[src/rtl/rf_pkg.sv]
// rtl/rf_pkg.sv - shared constants and types for the register-file writeback arbiter
//
// Contents:
//   DATA_W, ADDR_W, NUM_REGS  default register-file geometry
//   wb_req_t                  one pending writeback {addr, data}
//   REG_ZERO                  hard-wired zero register; writes to it are dropped
package rf_pkg;

  localparam int DATA_W   = 32;
  localparam int ADDR_W   = 5;
  localparam int NUM_REGS = 32;

  typedef struct packed {
    logic [ADDR_W-1:0] addr;
    logic [DATA_W-1:0] data;
  } wb_req_t;

  localparam logic [ADDR_W-1:0] REG_ZERO = '0;

endpackage

[src/rtl/wb_slot.sv]
// rtl/wb_slot.sv - one-entry writeback holding slot
//
// Ports:
//   clock     rising-edge clock
//   reset     asynchronous active-high reset, empties the slot
//   load      store load_req this cycle (wins over clear)
//   clear     entry has been granted; empty the slot unless reloaded
//   load_req  request to store
//   full      slot holds a valid entry
//   req       stored entry
module wb_slot
  import rf_pkg::*;
(
  input  logic    clock,
  input  logic    reset,
  input  logic    load,
  input  logic    clear,
  input  wb_req_t load_req,
  output logic    full,
  output wb_req_t req
);

  // A load in the same cycle as a clear replaces the outgoing entry, so a
  // streaming source sees no bubble.
  always_ff @(posedge clock or posedge reset) begin
    if (reset) begin
      full <= 1'b0;
      req  <= '0;
    end else if (load) begin
      full <= 1'b1;
      req  <= load_req;
    end else if (clear) begin
      full <= 1'b0;
    end
  end

endmodule

[src/rtl/rf_wb_arbiter.sv]
// rtl/rf_wb_arbiter.sv - two-source arbiter for the register-file write port
//
// Ports:
//   clock, reset             rising-edge clock, asynchronous active-high reset
//   s0_valid/ready/addr/data ALU/CSR writeback request (valid/ready handshake)
//   s1_valid/ready/addr/data load writeback request (valid/ready handshake)
//   rf_write/addr/data       registered register-file write port
//   pending_mask             bit i set while a write to register i is buffered
module rf_wb_arbiter #(
  parameter int DATA_W   = rf_pkg::DATA_W,
  parameter int ADDR_W   = rf_pkg::ADDR_W,
  parameter int NUM_REGS = rf_pkg::NUM_REGS
) (
  input  logic                clock,
  input  logic                reset,
  input  logic                s0_valid,
  output logic                s0_ready,
  input  logic [ADDR_W-1:0]   s0_addr,
  input  logic [DATA_W-1:0]   s0_data,
  input  logic                s1_valid,
  output logic                s1_ready,
  input  logic [ADDR_W-1:0]   s1_addr,
  input  logic [DATA_W-1:0]   s1_data,
  output logic                rf_write,
  output logic [ADDR_W-1:0]   rf_addr,
  output logic [DATA_W-1:0]   rf_data,
  output logic [NUM_REGS-1:0] pending_mask
);

  import rf_pkg::*;

  wb_req_t in0, in1, slot0, slot1;
  logic    full0, full1;
  logic    ld0, ld1;
  logic    g0, g1;
  logic    tie;     // both slots were loaded on the same edge
  logic    old0;    // slot 0 is older than slot 1 (meaningful when !tie)
  logic    rr_ptr;  // slot to favour on a same-cycle, different-address tie
  logic    rr_toggle;

  assign in0 = '{addr: s0_addr, data: s0_data};
  assign in1 = '{addr: s1_addr, data: s1_data};

  // Writes to the zero register complete the handshake but are never stored.
  assign ld0 = s0_valid && s0_ready && (s0_addr != REG_ZERO);
  assign ld1 = s1_valid && s1_ready && (s1_addr != REG_ZERO);

  // Grants depend only on registered slot state, keeping valid off the ready path.
  always_comb begin
    g0        = 1'b0;
    g1        = 1'b0;
    rr_toggle = 1'b0;
    if (full0 && full1) begin
      if (!tie) begin
        g0 = old0;
        g1 = !old0;
      end else if (slot0.addr == slot1.addr) begin
        // Same-cycle same-address: s1 is treated as younger so its value lands last.
        g0 = 1'b1;
      end else begin
        g0        = !rr_ptr;
        g1        = rr_ptr;
        rr_toggle = 1'b1;
      end
    end else begin
      g0 = full0;
      g1 = full1;
    end
  end

  assign s0_ready = !full0 || g0;
  assign s1_ready = !full1 || g1;

  wb_slot u_slot0 (
    .clock    (clock),
    .reset    (reset),
    .load     (ld0),
    .clear    (g0),
    .load_req (in0),
    .full     (full0),
    .req      (slot0)
  );

  wb_slot u_slot1 (
    .clock    (clock),
    .reset    (reset),
    .load     (ld1),
    .clear    (g1),
    .load_req (in1),
    .full     (full1),
    .req      (slot1)
  );

  // Age tracking: a slot loaded alone is younger than anything still held in
  // the other slot; if the other slot drains at the same edge the flag is moot.
  always_ff @(posedge clock or posedge reset) begin
    if (reset) begin
      tie    <= 1'b0;
      old0   <= 1'b0;
      rr_ptr <= 1'b0;
    end else begin
      if (rr_toggle)
        rr_ptr <= !rr_ptr;
      if (ld0 && ld1) begin
        tie <= 1'b1;
      end else if (ld0) begin
        tie  <= 1'b0;
        old0 <= 1'b0;
      end else if (ld1) begin
        tie  <= 1'b0;
        old0 <= 1'b1;
      end
    end
  end

  // Address/data hold when idle so the falling-edge register-file write
  // always sees stable values.
  always_ff @(posedge clock or posedge reset) begin
    if (reset) begin
      rf_write <= 1'b0;
      rf_addr  <= '0;
      rf_data  <= '0;
    end else if (g0 || g1) begin
      rf_write <= 1'b1;
      rf_addr  <= g0 ? slot0.addr : slot1.addr;
      rf_data  <= g0 ? slot0.data : slot1.data;
    end else begin
      rf_write <= 1'b0;
    end
  end

  always_comb begin
    pending_mask = '0;
    for (int i = 1; i < NUM_REGS; i++)
      pending_mask[i] = (full0 && (slot0.addr == ADDR_W'(i))) ||
                        (full1 && (slot1.addr == ADDR_W'(i)));
  end

endmodule

[config.mk]
export PLATFORM = sky130hd
export DESIGN_NAME = rf_wb_arbiter
export DESIGN_NICKNAME = d
export VERILOG_FILES = /design/src/rtl/rf_pkg.sv /design/src/rtl/wb_slot.sv /design/src/rtl/rf_wb_arbiter.sv
export SDC_FILE = /design/constraint.sdc
export NUM_CORES = 1
export LEC_CHECK = 0
export CAP_MARGIN = 30
export CORE_ASPECT_RATIO = 0.7
export CORE_MARGIN = 10
export CORE_UTILIZATION = 40
export DETAILED_ROUTE_END_ITERATION = 8
export PLACE_DENSITY = 0.68
export SETUP_SLACK_MARGIN = 0.02
export SYNTH_ARGS = -nofsm -noshare
export SYNTH_HDL_FRONTEND = slang
export SYNTH_SLANG_ARGS = --single-unit
[constraint.sdc]
create_clock -name clock -period 9.25 [get_ports clock]
set_input_delay 1.85 -clock clock [delete_from_list [all_inputs] [get_ports clock]]
set_output_delay 1.85 -clock clock [all_outputs]
set_load 0.02 [all_outputs]
==> metrics.md <==
| Metric | Value |
|---|---|
| Root Buffer | clkbuf_16 |
| Post-CTS Setup Bufs | 0 |
| Reg clk slew, reported paths | 50 ps |
| Max-Cap Viols | 0 |
| Sequential cell area | 2930 um^2 |
| CP Depth | 5 |
| Number of global-route vias before repair | 4309 |
| GR met3 Demand/Resource | 0.0461 |
| Place WS | 5150 ps |
| Fin Clk Skew | 5.14 ps |
| Vias per cell | 5.39 |
| Total number of yosys warnings | 0 |
| CP arrival | 2470 ps |
| H-tree depth | 4 |
| Area contributors post-synth | dfrtp_1 53%, mux2_4 16%, a221o_1 6.3% |
| Num CTS Buffers | 17 |
| Final setup margin | 4930 ps |
| Critical Path RT | 7400 ps |
| Max VDD drop | 0.133 mV |
| Finished Cell Area | 7720 um^2 |
| Die height | 118 um |
| Skew-Pair Late Insertion Delay | 400 ps |
| P_leak | 3.26 nW |
| Worst Path Class, Setup | reg2out |
| Syn Area/Cell | 13.6 um^2 |
| Routed WL | 15400 um |
| Largest net degree at the start of global routing | 57 |
| Worst Hold Class | reg2reg |
| Fillers | 1110 |
| Synth Cell Area | 5520 um^2 |
| Fraction of layout cells with a size suffix above 1 | 0.222 |
| Gate Count Post-Synth | 407 |
| Multi-input logic area | 2360 um^2 |
| CP peak stage delay | 650 ps |
| TritonCTS Sinks | 117 |
| Top FF cell, synth | dfrtp_1 |
| Commonest non-fill, non-tap cells in the layout | 148 x clkdlybuf4s50_1, 117 x dfrtp_1, 57 x mux2_4 |
| Final Max Slew Viols | 0 |
| Initial Utilization | 0.415 |
| GRT met1 Usage | 0.220 |
| Die area | 19000 um^2 |
| Hold Vio Cnt, Final | 0 |
| Yosys reg bits | 117 |
| Worst Path Max Fanout | 11 |
| Commonest non-fill, non-tap cell in the layout | clkdlybuf4s50_1 |
| Buffers on Ports | 148 |
| Chip Width | 160 um |
| HPWL after DPL | 10800 um |
| Met2 usage in global routing | 0.235 |
| GRT overflow | 0 |
| Path depth of the worst reg2reg path | 6 |
| Tot Pwr | 2.42 mW |
| Worst setup SP type | flip-flop |
| RSZ-0062 raised after global routing | no |
| Worst path slowest cell | dfrtp_1 |
| Period utilisation layout | 0.467 |
| CP Buf/Inv Count | 1 |
| Fmax | 231 MHz |
| Setup-failing EPs final | 0 |
| Asr flop ratio synth | 1.00 |
| First-pass DRT Iterations | 5 |
| Longest Clk Path Bufs | 2 |
| Sequential cell area fraction in the yosys report | 0.530 |
| Crit-path cells | xnor2_2, nand3_2, or3_4, nand2_1, clkdlybuf4s50_1 |
| Number of antenna violations at the first check in global routing | 1 |
| WL/cell | 20.5 um |
| Minimum clock period | 4320 ps |
| Starting DRT DRC Count | 259 |
| P&R area growth vs syn | 39.9% |
| DP Area | 7110 um^2 |
| Synth top area share | 0.530 |
| Gr busiest metal | met2 |
| Outcome | finished, final reports clean |
| Cell accounting for the most synthesized area | dfrtp_1 |
| Gr usage total | 0.159 |
| Post-CTS sizing | 0 |
| Routability Congestion | 0.864 |
| I/O pin cnt | 150 |
| Crit path capture type | output pin |
| Routed Antenna Nets | 0 |
| Hold Path Depth | 1 |
| Syn Nets | 487 |
| Final #Nets | 630 |
| Worst-Margin Slew | 719 ps |
| Pwr/cell area | 313 nW/um^2 |
| Reg2reg setup slack | 6640 ps |
| Relative slew slack | 0.521 |
| Cell family with most CP delay | flip-flops |
| DRC errors left | 0 |
| Setup TNS | 0 ps |
| CTS tree | done |
| Distinct cells, synth | 46 |
| Vias | 4040 |
| FP Rows | 35 |
| First-pass GRT wire length | 24700 um |
| Final Util | 0.580 |
| Number of synthesized flops with an enable pin | 0 |
| Hold_buf cts | 0 |
| CORE AREA | 13300 um^2 |
## final cells by class
class                      count  area share
clock inverter                10      0.0190
inverter                       5     0.00405
sequential                   117       0.379
clock buffer                  22      0.0601
antenna                        1    0.000324
timing repair buffer         153       0.202
tap                          185      0.0300
multi-input combinational    256       0.306
## synthesized netlist by cell type, types with 3 or more instances
cell type  instances
mux2_2            13
and2_1            36
xnor2_1            3
a221o_1           35
nand3_1            9
o22ai_1           32
a22o_2             5
buf_2              4
nor2b_1            4
buf_6              6
clkbuf_1          15
nor2_1             8
inv_1              3
buf_12             3
dfrtp_1          117
mux2_4            57
nand2_1           13
nand2b_1           6
or2_2              3
## sequential cells by signal (all words and copies together), names as in the netlist, 5 cells and up
register	count
u_slot0.req	37
rf_addr	5
u_slot1.req	37
rf_data	32
## cell families (layout without fill, tap and decap cells)
family	count (synthesis)	after routing	share of synthesized area
compound gates	86	86	0.130
xor+xnor	6	6	0.0122
fa+ha+maj	2	2	0.00453
buf+inv	34	190	0.0435
flops	117	117	0.530
mux	70	70	0.182
other cells	1	2	0.000679
simple gates	91	91	0.0968
## path summary, 6_finish.rpt
| path | start | end |
|---|---|---|
| setup / recovery | u_slot0.req[35]$_DFFE_PP0P_ | s0_ready |
| hold / removal | rf_addr[4]$_DFFE_PP0P_ | rf_addr[4]$_DFFE_PP0P_ |
| setup reg to reg | u_slot0.req[35]$_DFFE_PP0P_ | rf_data[8]$_DFFE_PP0P_ |
| hold reg to reg | rf_addr[4]$_DFFE_PP0P_ | rf_addr[4]$_DFFE_PP0P_ |
| max in group asynchronous | reset | rf_write$_DFF_PP0_ |
| min in group asynchronous | reset | u_slot1.req[15]$_DFFE_PP0P_ |
## worst register-to-register path, delay by kind of cell (launching register included)
kind / cells / cell delay (ps)
xor+xnor: 1 / 180
compound gates: 2 / 540
simple gates: 2 / 780
flops: 1 / 650
buf+inv: 1 / 410
## layer usage
layer / share of wire / vias up
met5: 0 / -
met4: 0.010 / 0
met3: 0.069 / 12
met2: 0.44 / 163
met1: 0.48 / 2061
li1: - / 1804
## through the flow
stage | hold slack [ps] | instances
floorplan | 464 | 407
global placement | 483 | 714
detailed placement | 490 | 716
CTS | 504 | 748
global route | 524 | 749
finish | 496 | 749
## report_power, final
group          switching [mW]  internal (mW)  total (mW)
clock network           0.229          0.441       0.670
logic                   0.424          0.482       0.906
registers               0.145          0.695       0.841
Power figures use the tool's default switching activity.
